**config.mk**
```make
export PLATFORM = sky130hd
export DESIGN_NAME = uv_pipe_elastic
export DESIGN_NICKNAME = d
export VERILOG_FILES = /design/src/rtl/uv_pipe_elastic.sv
export SDC_FILE = /design/constraint.sdc
export NUM_CORES = 1
export LEC_CHECK = 0
export ABC_AREA = 0
export CAP_MARGIN = 20
export CORE_ASPECT_RATIO = 2
export CORE_MARGIN = 2
export CORE_UTILIZATION = 45
export DETAILED_ROUTE_END_ITERATION = 8
export GPL_ROUTABILITY_DRIVEN = 0
export PLACE_DENSITY_LB_ADDON = 0.12
export SETUP_SLACK_MARGIN = 0.02
export SLEW_MARGIN = 40
export SYNTH_ARGS = -nofsm -noshare
export SYNTH_HDL_FRONTEND = slang
export SYNTH_SLANG_ARGS = --single-unit
```
**constraint.sdc**
```tcl
create_clock -name clk -period 3.3 [get_ports clk]
set_input_delay 0.825 -clock clk [delete_from_list [all_inputs] [get_ports clk]]
set_output_delay 0.825 -clock clk [all_outputs]
set_load 0.05 [all_outputs]
```
**src/rtl/uv_pipe_elastic.sv**
```systemverilog
// Elastic valid/ready register pipeline: bubble collapsing, synchronous flush,
// occupancy count and an optional 2-entry input skid that registers in_ready.
module uv_pipe_elastic #(
   parameter int  PIPE_WIDTH = 32,
   parameter int  PIPE_STAGE = 2,
   parameter int  READY_REG  = 0,
   parameter int  RESET_DATA = 0,
   localparam int CNT_RAW    = $clog2(PIPE_STAGE + 2 * READY_REG + 1),
   localparam int CNT_W      = (CNT_RAW < 1) ? 1 : CNT_RAW
) (
   input  logic                  clk,
   input  logic                  rst,
   input  logic                  flush,
   input  logic                  in_valid,
   output logic                  in_ready,
   input  logic [PIPE_WIDTH-1:0] in_data,
   output logic                  out_valid,
   input  logic                  out_ready,
   output logic [PIPE_WIDTH-1:0] out_data,
   output logic [CNT_W-1:0]      count
);

   if (PIPE_STAGE == 0) begin : g_pass
      logic unused_s;
      assign unused_s  = ^{clk, rst, flush};
      assign out_valid = in_valid;
      assign out_data  = in_data;
      assign in_ready  = out_ready;
      assign count     = {CNT_W{1'b0}};
   end else begin : g_pipe
      localparam int N = PIPE_STAGE;

      logic [N-1:0]          v_q, v_d, rdy_s, up_v_s;
      logic [PIPE_WIDTH-1:0] d_q [N];
      logic [PIPE_WIDTH-1:0] d_d [N];
      logic [PIPE_WIDTH-1:0] up_d_s [N];
      logic                  feed_valid_s;
      logic [PIPE_WIDTH-1:0] feed_data_s;
      logic                  acc_s, emit_s;
      logic [CNT_W-1:0]      cnt_q, cnt_d;

      // A stage can take new data when out_ready or any stage at or after it is empty.
      always_comb begin
         for (int k = 0; k < N; k++) begin
            rdy_s[k] = out_ready | (((~v_q) >> k) != {N{1'b0}});
         end
      end

      always_comb begin
         up_v_s[0] = feed_valid_s;
         up_d_s[0] = feed_data_s;
         for (int k = 1; k < N; k++) begin
            up_v_s[k] = v_q[k-1];
            up_d_s[k] = d_q[k-1];
         end
      end

      // Data only loads on a real upstream entry so bubbles never toggle the registers.
      always_comb begin
         v_d = v_q;
         d_d = d_q;
         for (int k = 0; k < N; k++) begin
            if (flush) begin
               v_d[k] = 1'b0;
               if (RESET_DATA != 0) d_d[k] = {PIPE_WIDTH{1'b0}};
               else                 d_d[k] = d_q[k];
            end else if (rdy_s[k]) begin
               v_d[k] = up_v_s[k];
               if (up_v_s[k]) d_d[k] = up_d_s[k];
               else           d_d[k] = d_q[k];
            end else begin
               v_d[k] = v_q[k];
               d_d[k] = d_q[k];
            end
         end
      end

      assign emit_s = v_q[N-1] & out_ready;

      always_comb begin
         if (flush) cnt_d = {CNT_W{1'b0}};
         else       cnt_d = cnt_q + CNT_W'(acc_s) - CNT_W'(emit_s);
      end

      always_ff @(posedge clk) begin
         if (rst) begin
            v_q   <= {N{1'b0}};
            cnt_q <= {CNT_W{1'b0}};
            for (int k = 0; k < N; k++) begin
               if (RESET_DATA != 0) d_q[k] <= {PIPE_WIDTH{1'b0}};
               else                 d_q[k] <= d_q[k];
            end
         end else begin
            v_q   <= v_d;
            d_q   <= d_d;
            cnt_q <= cnt_d;
         end
      end

      assign out_valid = v_q[N-1];
      assign out_data  = d_q[N-1];
      assign count     = cnt_q;

      if (READY_REG != 0) begin : g_skid
         logic [PIPE_WIDTH-1:0] sk_q [2];
         logic [PIPE_WIDTH-1:0] sk_d [2];
         logic [1:0]            skn_q, skn_d;
         logic                  irdy_q, irdy_d;
         logic                  push_s, pop_s;

         // flush gates the flop output so nothing is taken during the flush cycle.
         assign in_ready     = irdy_q & ~flush;
         assign push_s       = in_valid & in_ready;
         assign feed_valid_s = (skn_q != 2'd0);
         assign feed_data_s  = sk_q[0];
         assign pop_s        = feed_valid_s & rdy_s[0];
         assign acc_s        = push_s;

         always_comb begin
            sk_d  = sk_q;
            skn_d = skn_q;
            if (flush) begin
               skn_d = 2'd0;
               if (RESET_DATA != 0) begin
                  sk_d[0] = {PIPE_WIDTH{1'b0}};
                  sk_d[1] = {PIPE_WIDTH{1'b0}};
               end else begin
                  sk_d = sk_q;
               end
            end else begin
               case ({push_s, pop_s})
                  2'b10: begin
                     if (skn_q == 2'd0) sk_d[0] = in_data;
                     else               sk_d[1] = in_data;
                     skn_d = skn_q + 2'd1;
                  end
                  2'b01: begin
                     sk_d[0] = sk_q[1];
                     skn_d   = skn_q - 2'd1;
                  end
                  2'b11: begin
                     if (skn_q == 2'd1) begin
                        sk_d[0] = in_data;
                     end else begin
                        sk_d[0] = sk_q[1];
                        sk_d[1] = in_data;
                     end
                  end
                  default: begin
                     sk_d  = sk_q;
                     skn_d = skn_q;
                  end
               endcase
            end
            irdy_d = flush ? 1'b0 : (skn_d != 2'd2);
         end

         always_ff @(posedge clk) begin
            if (rst) begin
               skn_q  <= 2'd0;
               irdy_q <= 1'b1;
               for (int k = 0; k < 2; k++) begin
                  if (RESET_DATA != 0) sk_q[k] <= {PIPE_WIDTH{1'b0}};
                  else                 sk_q[k] <= sk_q[k];
               end
            end else begin
               skn_q  <= skn_d;
               irdy_q <= irdy_d;
               sk_q   <= sk_d;
            end
         end
      end else begin : g_direct
         assign in_ready     = rdy_s[0] & ~flush;
         assign feed_valid_s = in_valid;
         assign feed_data_s  = in_data;
         assign acc_s        = in_valid & in_ready;
      end
   end

endmodule

```
==> impl_metrics.yaml <==
clock_network:
  cts_resized: 0
  cts_buffers: 9
  cts.sinks: 68
  cts_buffer_depth: 2
  clk_latency_ns: 0.32
  path_clk_slew_ns: 0.06
  htreeDepth: 3
  cts_root_buf: "clkbuf_8"
  hold_buffers: 0
  cts_setup_buffers: 0
  cts_tree: "built"
final_layout:
  final_common_cell: "clkdlybuf4s50_1"
  num-fill-cells: 385
  final_core_util_pct: 60.8
  mostFrequentLayoutCells: "71 x clkdlybuf4s50_1, 64 x edfxtp_1, 9 x clkbuf_8, 4 x dfxtp_1, 4 x buf_4"
  fin_nets: 210
  area_growth_pct: 31.3
  drive_above_1_share_pct: 9.77
  diodes: 0
global_routing:
  busiest_layer: "met2"
  grt_usage_pct: 12.7
  grt_start_max_net_pins: 33
  grt_pass1_vias: 1173
  grt_pass1_wl_um: 5400
  met1_usage_pct: 11.2
  grt_overflow: 0
  use_met2_pct: 22.4
  met3_usage_pct: 6.03
  antenna_found_initial: 0
logic_synthesis:
  syn_nets: 156
  synth_top_family_by_area: "buffers and inverters"
  netlist_area_mm2: 0.00238
  yosysSeqAreaShare_pct: 84.1
  synth_top_area_share_pct: 80.8
  synthMuxAreaShare_pct: 0
  synth_xor_area_share_pct: 0.946
  synth_compound_area_share_pct: 0.841
  avgSynthCellArea_um2: 20.3
  synth_area_leaders: "edfxtp_1 81%, buf_4 10%, dfxtp_1 3.4%"
  synthCells: 117
  synth.distinct_cells: 16
  synthAdderAreaFrac_pct: 1.05
  synth_top_cell_by_area: "edfxtp_1"
  yosysWarnings: 0
  ys_ff_latch: 68
  synth-simple-area-share_pct: 2.63
drt:
  drc: 0
  first_iter_violations: 26
  detail-route-antenna-nets: 0
  via_per_inst: 4.65
  vias: 1079
  firstDrtPassIters: 4
  wirelength_um: 3390
  wl_per_cell_um: 14.6
run_status:
  status: "completed"
timing:
  rsz0062_at_grt: "false"
  fin_crit_sh_pct: 79.1
  setup_violations: 0
  slew_viol_final: 0
  timing.fmax_mhz: 383
  clock_skew_ns: 0.00527
  tightest_slew_ns: 0.528
  period_needed_ns: 2.61
  final_hold_viol_count: 0
  setup_tns_ns: 0
  max_slew_margin_pct: 64.7
power:
  p_per_area_mw_per_mm2: 531
  p_leak_nw: 1.07
  peakVddDrop_mv: 0.563
run:
  drv_cap: 0
hold_path:
  hold_class: "reg -> reg"
floorplan:
  die_y_um: 107
  io_pins: 73
  coreArea_mm2: 0.00514
  initial_utilization_pct: 46.3
  die_x_um: 55.4
  row_count: 37
  die_area_mm2: 0.00592
critical_path:
  crit_path_end_kind: "output port"
  path_class: "in -> out"
  critPathRequiredTime_ns: 2.47
  startpoint_type: "input port"
  crit_arrival_ns: 1.79
  worstPathMaxFanout: 3
placed_design:
  portBuffers: 72
cell usage after synthesis:
cell and count:
dfxtp_1 4, o21a_1 1, nor3_2 1, nor2b_1 1, a21boi_0 1, buf_4 32, inv_1 2, nor2_1 1
and2_1 2, xnor3_1 1, edfxtp_1 64, and3b_1 1, a21oi_1 1, and3_1 1, ha_1 2, nand3b_1 2
report_power, final:
part	switching, mW	total, mW	leakage [nW]	internal (mW)
Combinational	0.0390	0.0888	0.369	0.0498
Sequential	0.00632	0.976	0.615	0.970
Clock	0.257	0.595	0.0890	0.338
per-layer routing:
metal  vias up  part of all wire [%]  routed length [µm]
met1       521                    32                1080
met5         -                     0                   0
met2        46                    59                1980
li1        504                     -                   -
met3         8                   7.0                 238
met4         0                   2.6                  87
worst max-delay path, cell delays in order:
cell and delay (ns):
clkdlybuf4s50_1 0.50, nor2b_1 0.08, a21oi_1 0.16, buf_4 0.22
final timing paths:
check,from,end,slack [ns],cells past startpoint
setup / recovery,out_ready,in_ready,0.69,4
setup reg to reg,g_pipe.v_q[0],count[1],1.78,7
hold reg to reg,g_pipe.d_q[36],out_data[4],0.41,0
hold / removal,g_pipe.d_q[36],out_data[4],0.41,0
registers in the layout (all words and copies together), names as in the netlist:
register / cells
g_pipe.v_q: 2
out_data: 32
g_pipe.d_q: 32
count: 2
layout make-up:
| type | count | area (µm²) | area share, % |
|---|---|---|---|
| well taps | 58 | 72.6 | 2.32 |
| clock buffers | 11 | 131 | 4.21 |
| flip-flops and latches | 68 | 2000 | 64.1 |
| multi-input cells | 15 | 130 | 4.16 |
| inverters | 2 | 7.51 | 0.240 |
| repair buffers | 75 | 741 | 23.7 |
| clock inverters | 3 | 40.0 | 1.28 |
cells by family after synthesis:
logic type | count (synthesis)
adder cells (fa/ha/maj) | 2
flip-flops | 68
AO/OA/AOI/OAI | 3
buffers and inverters | 34
XOR/XNOR | 1
AND/OR/NAND/NOR | 9
metrics by stage:
stage / hold WS [ns] / setup slack [ns] / instance area (µm²) / total power, mW / instances
3_3_place_gp: 0.400 / 0.764 / 2950 / 1.08 / 218
5_1_grt: 0.425 / 0.637 / 3120 / 1.73 / 232
6_report: 0.414 / 0.689 / 3120 / 1.66 / 232
3_5_place_dp: 0.405 / 0.682 / 2950 / 1.08 / 218
2_1_floorplan: 0.400 / 0.816 / 2380 / 1.03 / 117
4_1_cts: 0.412 / 0.682 / 3120 / 1.69 / 232
No activity file was read; power rests on OpenSTA's default activity.
